<file path="config.mk">
export PLATFORM = sky130hd
export DESIGN_NAME = apb_arbiter2
export DESIGN_NICKNAME = d
export VERILOG_FILES = /design/src/rtl/apb_arbiter2.sv
export SDC_FILE = /design/constraint.sdc
export NUM_CORES = 1
export LEC_CHECK = 0
export CAP_MARGIN = 10
export CORE_AREA = 2 2 125 127
export DETAILED_ROUTE_END_ITERATION = 7
export DIE_AREA = 0 0 127 129
export PLACE_DENSITY = 0.66
export SYNTH_ARGS = -nofsm -noshare
export SYNTH_HDL_FRONTEND = slang
export SYNTH_SLANG_ARGS = --single-unit
</file>
<file path="constraint.sdc">
create_clock -name clock -period 1.9 [get_ports clock]
set_input_delay 0.19 -clock clock [delete_from_list [all_inputs] [get_ports clock]]
set_output_delay 0.19 -clock clock [all_outputs]
set_load 0.05 [all_outputs]
</file>
<file path="src/rtl/apb_arbiter2.sv">
// apb_arbiter2
// Shares one downstream APB completer between two upstream APB requesters.
// Grants are round-robin when both requesters ask at once. The arbiter builds
// fresh SETUP/ACCESS phases on the shared bus, and a programmable timeout
// force-completes an access that the completer never ends.
//
// Parameters
//   TIMEOUT      maximum ACCESS cycles without out_pready before forced error
//                completion; 0 disables the timeout
// Ports
//   clock        sole clock, rising edge
//   reset_n      asynchronous active-low reset
//   inN_*        upstream APB requester N (N = 0, 1)
//                psel/penable/pwrite/paddr/pwdata/pprot/pstrb are inputs;
//                pready/prdata/pslverr are outputs
//   out_*        shared downstream APB bus toward the completer
//                psel/penable/pwrite/paddr/pwdata/pprot/pstrb are outputs;
//                pready/prdata/pslverr are inputs
//   err_timeout  one-cycle pulse on a forced timeout completion
module apb_arbiter2 #(
  parameter int unsigned TIMEOUT = 4096
) (
  input  logic        clock,
  input  logic        reset_n,

  input  logic [31:0] in0_paddr,
  input  logic [31:0] in0_pwdata,
  input  logic        in0_psel,
  input  logic        in0_penable,
  input  logic        in0_pwrite,
  input  logic [2:0]  in0_pprot,
  input  logic [3:0]  in0_pstrb,
  output logic        in0_pready,
  output logic        in0_pslverr,
  output logic [31:0] in0_prdata,

  input  logic [31:0] in1_paddr,
  input  logic [31:0] in1_pwdata,
  input  logic        in1_psel,
  input  logic        in1_penable,
  input  logic        in1_pwrite,
  input  logic [2:0]  in1_pprot,
  input  logic [3:0]  in1_pstrb,
  output logic        in1_pready,
  output logic        in1_pslverr,
  output logic [31:0] in1_prdata,

  output logic [31:0] out_paddr,
  output logic [31:0] out_pwdata,
  output logic        out_psel,
  output logic        out_penable,
  output logic        out_pwrite,
  output logic [2:0]  out_pprot,
  output logic [3:0]  out_pstrb,
  input  logic        out_pready,
  input  logic        out_pslverr,
  input  logic [31:0] out_prdata,

  output logic        err_timeout
);

  typedef enum logic [1:0] {
    IDLE   = 2'd0,
    SETUP  = 2'd1,
    ACCESS = 2'd2
  } state_t;

  // Last ACCESS-cycle count value before the timeout fires. Only meaningful
  // when the timeout is enabled.
  localparam bit          TIMEOUT_EN = (TIMEOUT != 0);
  localparam logic [31:0] TCNT_LAST  = TIMEOUT_EN ? 32'(TIMEOUT - 1) : 32'd0;

  state_t      state, state_next;
  logic        grant, grant_next;
  logic        last, last_next;
  logic [31:0] tcnt, tcnt_next;

  logic        xfer_done;
  logic        xfer_tmo;
  logic        resp_valid;
  logic        resp_err;
  logic [31:0] resp_data;
  logic        granted_psel;

  // Upstream penable is not needed: the arbiter generates its own phases.
  logic unused_penable;
  assign unused_penable = in0_penable ^ in1_penable;

  assign xfer_done = (state == ACCESS) && out_pready;
  assign xfer_tmo  = (state == ACCESS) && !out_pready && TIMEOUT_EN &&
                     (tcnt == TCNT_LAST);

  // State register. Reset drops the shared bus at once. Any transfer in
  // flight is abandoned without a response.
  always_ff @(posedge clock or negedge reset_n) begin
    if (!reset_n) begin
      state <= IDLE;
      grant <= 1'b0;
      last  <= 1'b1;
      tcnt  <= 32'd0;
    end else begin
      state <= state_next;
      grant <= grant_next;
      last  <= last_next;
      tcnt  <= tcnt_next;
    end
  end

  // Next-state logic. The grant is chosen only in IDLE and is then held for
  // the whole transfer. On a tie, the requester that was not served last wins.
  always_comb begin
    state_next = state;
    grant_next = grant;
    last_next  = last;
    tcnt_next  = tcnt;
    case (state)
      IDLE: begin
        if (in0_psel || in1_psel) begin
          state_next = SETUP;
          if (in0_psel && in1_psel) begin
            grant_next = ~last;
          end else begin
            grant_next = in1_psel;
          end
        end
      end
      SETUP: begin
        state_next = ACCESS;
        tcnt_next  = 32'd0;
      end
      ACCESS: begin
        if (xfer_done || xfer_tmo) begin
          state_next = IDLE;
          last_next  = grant;
        end else begin
          tcnt_next = tcnt + 32'd1;
        end
      end
      default: begin
        state_next = IDLE;
      end
    endcase
  end

  // Output logic. The shared bus carries the granted requester's fields
  // while a transfer is active and is all-zero in IDLE. The response is
  // returned in the same cycle it arrives. A granted requester that has
  // dropped psel gets no response, so the result is discarded.
  always_comb begin
    out_psel    = 1'b0;
    out_penable = 1'b0;
    out_paddr   = 32'd0;
    out_pwdata  = 32'd0;
    out_pwrite  = 1'b0;
    out_pprot   = 3'd0;
    out_pstrb   = 4'd0;
    resp_valid  = 1'b0;
    resp_err    = 1'b0;
    resp_data   = 32'd0;
    err_timeout = 1'b0;

    if (state != IDLE) begin
      out_psel    = 1'b1;
      out_penable = (state == ACCESS);
      if (grant) begin
        out_paddr  = in1_paddr;
        out_pwdata = in1_pwdata;
        out_pwrite = in1_pwrite;
        out_pprot  = in1_pprot;
        out_pstrb  = in1_pstrb;
      end else begin
        out_paddr  = in0_paddr;
        out_pwdata = in0_pwdata;
        out_pwrite = in0_pwrite;
        out_pprot  = in0_pprot;
        out_pstrb  = in0_pstrb;
      end
    end

    if (xfer_done) begin
      resp_valid = 1'b1;
      resp_err   = out_pslverr;
      resp_data  = out_prdata;
    end else if (xfer_tmo) begin
      resp_valid  = 1'b1;
      resp_err    = 1'b1;
      resp_data   = 32'd0;
      err_timeout = 1'b1;
    end
  end

  // Steer the response to the granted requester only. The other requester
  // sees an all-zero response.
  assign granted_psel = grant ? in1_psel : in0_psel;

  always_comb begin
    in0_pready  = 1'b0;
    in0_pslverr = 1'b0;
    in0_prdata  = 32'd0;
    in1_pready  = 1'b0;
    in1_pslverr = 1'b0;
    in1_prdata  = 32'd0;
    if (resp_valid && granted_psel) begin
      if (grant) begin
        in1_pready  = 1'b1;
        in1_pslverr = resp_err;
        in1_prdata  = resp_data;
      end else begin
        in0_pready  = 1'b1;
        in0_pslverr = resp_err;
        in0_prdata  = resp_data;
      end
    end
  end

endmodule

</file>
==> results.md <==
Status:
- The run finished, with violations left.
- The final reports fail on setup timing.

Logic synthesis:
- The sequential share of the synthesized area is 0.2599.
- The cell count after synthesis came out at 438.
- The Yosys step of the flow raised 0 warnings.
- The mapped cell area is ~3500 sq um.
- The number of nets produced by synthesis is 623.
- The synthesized design contains 36 register bits.
- The average size of a mapped cell is ~7.9 sq um.
- The number of different library cells used by synthesis comes to 44.

Timing:
- The routed design could run at a clock period as short as 2.111 ns.
- The number of max-slew violations in the final report is 0.
- The highest achievable clock rate is 473.7 MHz.
- Dividing the final minimum period by the clock period gives 1.111.
- The worst relative slew slack is 0.6119.
- Setup repair after global routing could not meet its margin everywhere.
- The worst setup skew after layout is 0.003443 ns.
- Setup violations remaining at the end of the flow were counted as 85.
- The number of endpoints with negative hold slack in the final report is 0.
- The post-route setup TNS is -9.604 ns.
- At the pin with the least slew margin, the transition time is 0.5821 ns.
- The smallest setup slack after layout is -0.2110 ns.

Global route:
- Summed over all layers, the global routing overflow is 0.
- The first global-routing pass estimated between 20 and 30 mm of wire.
- The number of antenna violations at the first check in global routing was 2.
- In the global route stage, overall resource usage came out at 0.2254.
- The maximum number of pins on one net before global-route repair is 37.
- The via count of the first global-routing pass is 4968.

Critical path:
- The data required time of the worst path is 1.71 ns.
- The capture point of the critical path is in1_pslverr.
- For the worst flop-to-flop path, the logic depth is 9.
- Tracing the worst setup path back leads to its startpoint at tcnt[19].
- The type of the worst setup path is flip-flop to output pin.
- The arrival time of data at the critical path endpoint is 1.92 ns.
- The startpoint identified for the worst register-to-register timing path is tcnt[18].
- The endpoint of the worst register-to-register path is tcnt[3].
- Along the worst path, the maximum fanout reaches 3.
- The nature of the critical path startpoint is a flip-flop.
- The worst setup path is captured at an output pin.
- Across all register-to-register paths, the minimum setup slack is -0.16 ns.

Floorplanning:
- The width of the chip is 127 um.
- The area inside the core boundary is around 15000 sq um.
- The die covers 16380 sq um.
- The number of top-level design ports is about 330.
- In this run the vertical extent of the chip is between 100 and 150 um.
- For this configuration, the core starts out at a cell density of 0.2317.
- The site row count is 45.

Clock network:
- CTS built an H-tree with a depth of 2.
- The worst-skew pair later-pin latency is about 0.28 ns.
- Clock tree synthesis selected as its root buffer the cell clkbuf_16.
- The worst-case clock buffer depth is 2.
- The number of hold-repair buffers added at the cts stage is 0.
- Clock-pin slew was measured on the worst setup and hold paths at around 0.050 ns.
- The number of clock sinks is 36.
- The number of clock buffers inserted by TritonCTS is 5.
- TritonCTS built the clock tree.

Layout:
- For this run, the post-layout net count is 1023.
- For this run, the share of the core covered by cells in the final layout is 0.6509.
- The filler cells instantiated in the layout total between 1000 and 1500.
- The area taken by flip-flops and latches is 907.1 sq um.
- The library cell used most frequently in the layout, excluding fill and tap cells, is clkdlybuf4s50_1.
- In the final layout, the share of cells above drive strength 1 is 0.4958.
- The area used by multi-input combinational logic is about 3000 sq um.
- In the layout the commonest cells are clkdlybuf4s50_1, buf_12, buf_4.
- The signed area change from the synthesized netlist to the final layout is 180.9%.

Power and ir drop:
- The reported leakage power is about 4.3 nW.
- The internal power is 6.250 mW.
- The power share of the sequential group is 0.073.
- The analysis attributes to net switching a power of 6.329 mW.
- The share of power burned in the clock network is 0.066.
- The post-layout total power is 12.58 mW.
- The areal power density over the cells is 1290 nW/um^2.
- The switching share of power is 0.5032.
- VDD sags by at most 1.024 mV.
- Of the total power, combinational logic draws 0.861.

Flow run:
- The total of max-cap violations is 0.

Routing:
- After the first detailed-routing iteration, the DRC count stood at about 220.
- Before antenna repair, the detailed router went through 6 iterations.
- The routed length per placed instance is 20.04 um.
- The residual DRC count is 0.
- Using the TritonRoute via totals, the vias-per-cell ratio works out to between 4 and 5.
- The routed design has 20.62 mm of wire.
- Summing over every cut layer, the via total after detailed routing is just under 5000.
- The detail route stage leaves a number of antenna-violating nets equal to 0.

Placement:
- The weighted congestion at the end of routability-driven global placement is 0.8789.
- The total half-perimeter wirelength after legalization and detailed placement is 16.05 mm.
- The count of input and output buffers is 324.

Worst hold path:
- The class of the tightest hold or removal check is input pin to async pin.
==> power by group through the flow <==
stage	sequential, mW	clock, mW	combinational [mW]
floorplan	0.873	0	5.30
global placement	0.898	0	9.67
detailed placement	0.899	0	9.76
CTS	0.905	0.840	10.2
global route	0.931	0.868	11.2
finish	0.924	0.825	10.8
==> metrics by stage <==
step / std cells / hold WS [ns] / worst slack (ns) / cell area, sq um
floorplan: 438 / -0.1056 / -0.5293 / 3719
global placement: 987 / 0.4546 / -0.2223 / 8756
detailed placement: 987 / 0.4977 / -0.2559 / 8756
CTS: 1007 / 0.2895 / -0.1985 / 9294
global route: 1028 / 0.2958 / -0.3229 / 9746
finish: 1029 / 0.2811 / -0.2110 / 9748
==> area by class of cell <==
cell class | instances | area share
inverters | 2 | 0.0007701
diodes | 2 | 0.0005134
repair buffers | 425 | 0.5594
well taps | 188 | 0.02413
multi-input cells | 368 | 0.3071
flip-flops and latches | 36 | 0.09306
clock buffers | 8 | 0.01502
==> logic make-up after synthesis <==
| group | Yosys count | share of synthesized area |
|---|---|---|
| multiplexers | 83 | 0.2397 |
| adder cells (fa/ha/maj) | 1 | 0.003604 |
| flip-flops | 36 | 0.2599 |
| AND/OR/NAND/NOR | 243 | 0.3583 |
| AO/OA/AOI/OAI | 41 | 0.09698 |
| buffers and inverters | 34 | 0.04145 |
==> worst min-delay path by stage <==
stage,startpoint,endpoint,slack (ns),depth (start not counted)
finish,reset_n,tcnt[16],0.28,2
global route,reset_n,tcnt[16],0.30,2
CTS,reset_n,tcnt[16],0.29,2
detailed placement,tcnt[10],tcnt[10],0.50,1
global placement,tcnt[10],tcnt[10],0.45,1
floorplan,reset_n,grant,-0.11,0
==> per-layer routing <==
metal | vias up | share of wire | GRT usage
met2 | 225 | 0.54 | 0.4225
met3 | 39 | 0.083 | 0.07152
li1 | 2329 | - | -
met1 | 2357 | 0.34 | 0.2395
met4 | 0 | 0.032 | 0.07563
met5 | - | 0 | 0
==> synth_stat cells, drive strengths merged <==
library cell	count	area (sq um)
a211oi	1	7.510
a21oi	4	20.02
a2bb2oi	1	8.760
a31oi	3	18.77
and2	65	406.6
and3	6	37.54
and4	3	26.28
buf	14	67.56
clkbuf	18	68.81
dfrtp	35	875.8
dfstp	1	26.28
ha	1	12.51
inv	2	7.510
mux2	1	11.26
mux2i	82	820.8
nand2	36	135.1
nand2b	3	18.77
nand3	20	105.1
nand4	5	37.53
nor2	86	322.8
nor2b	1	6.260
nor3	5	25.02
nor3b	1	18.77
nor4	9	77.57
o211ai	7	67.57
o21ai	8	40.04
o311ai	4	35.03
o31a	1	8.760
o31ai	7	67.57
o41ai	5	62.56
or3	1	6.260
or3b	1	8.760
or4	1	11.26
==> worst max-delay path: stages, from the launching register on <==
cell and delay, ns:
dfrtp_1 0.39, nor4_2 0.32, nand3_1 0.13, buf_6 0.14, nor4_4 0.11, buf_4 0.19
a31oi_4 0.06, nor2_4 0.14, buf_12 0.15
==> what timing repair did <==
action / in CTS / in global routing
cloned: 5 / 7
buffers inserted: 7 / 13
pin swaps: 9 / 21
setup endpoints to repair: 98 / 123
gates resized for setup: 82 / 51
==> state kept, by name, summed over array words and instances, names as in the netlist <==
name,cells
tcnt,32
last,1
state,2
grant,1
Power figures use the tool's default switching activity.
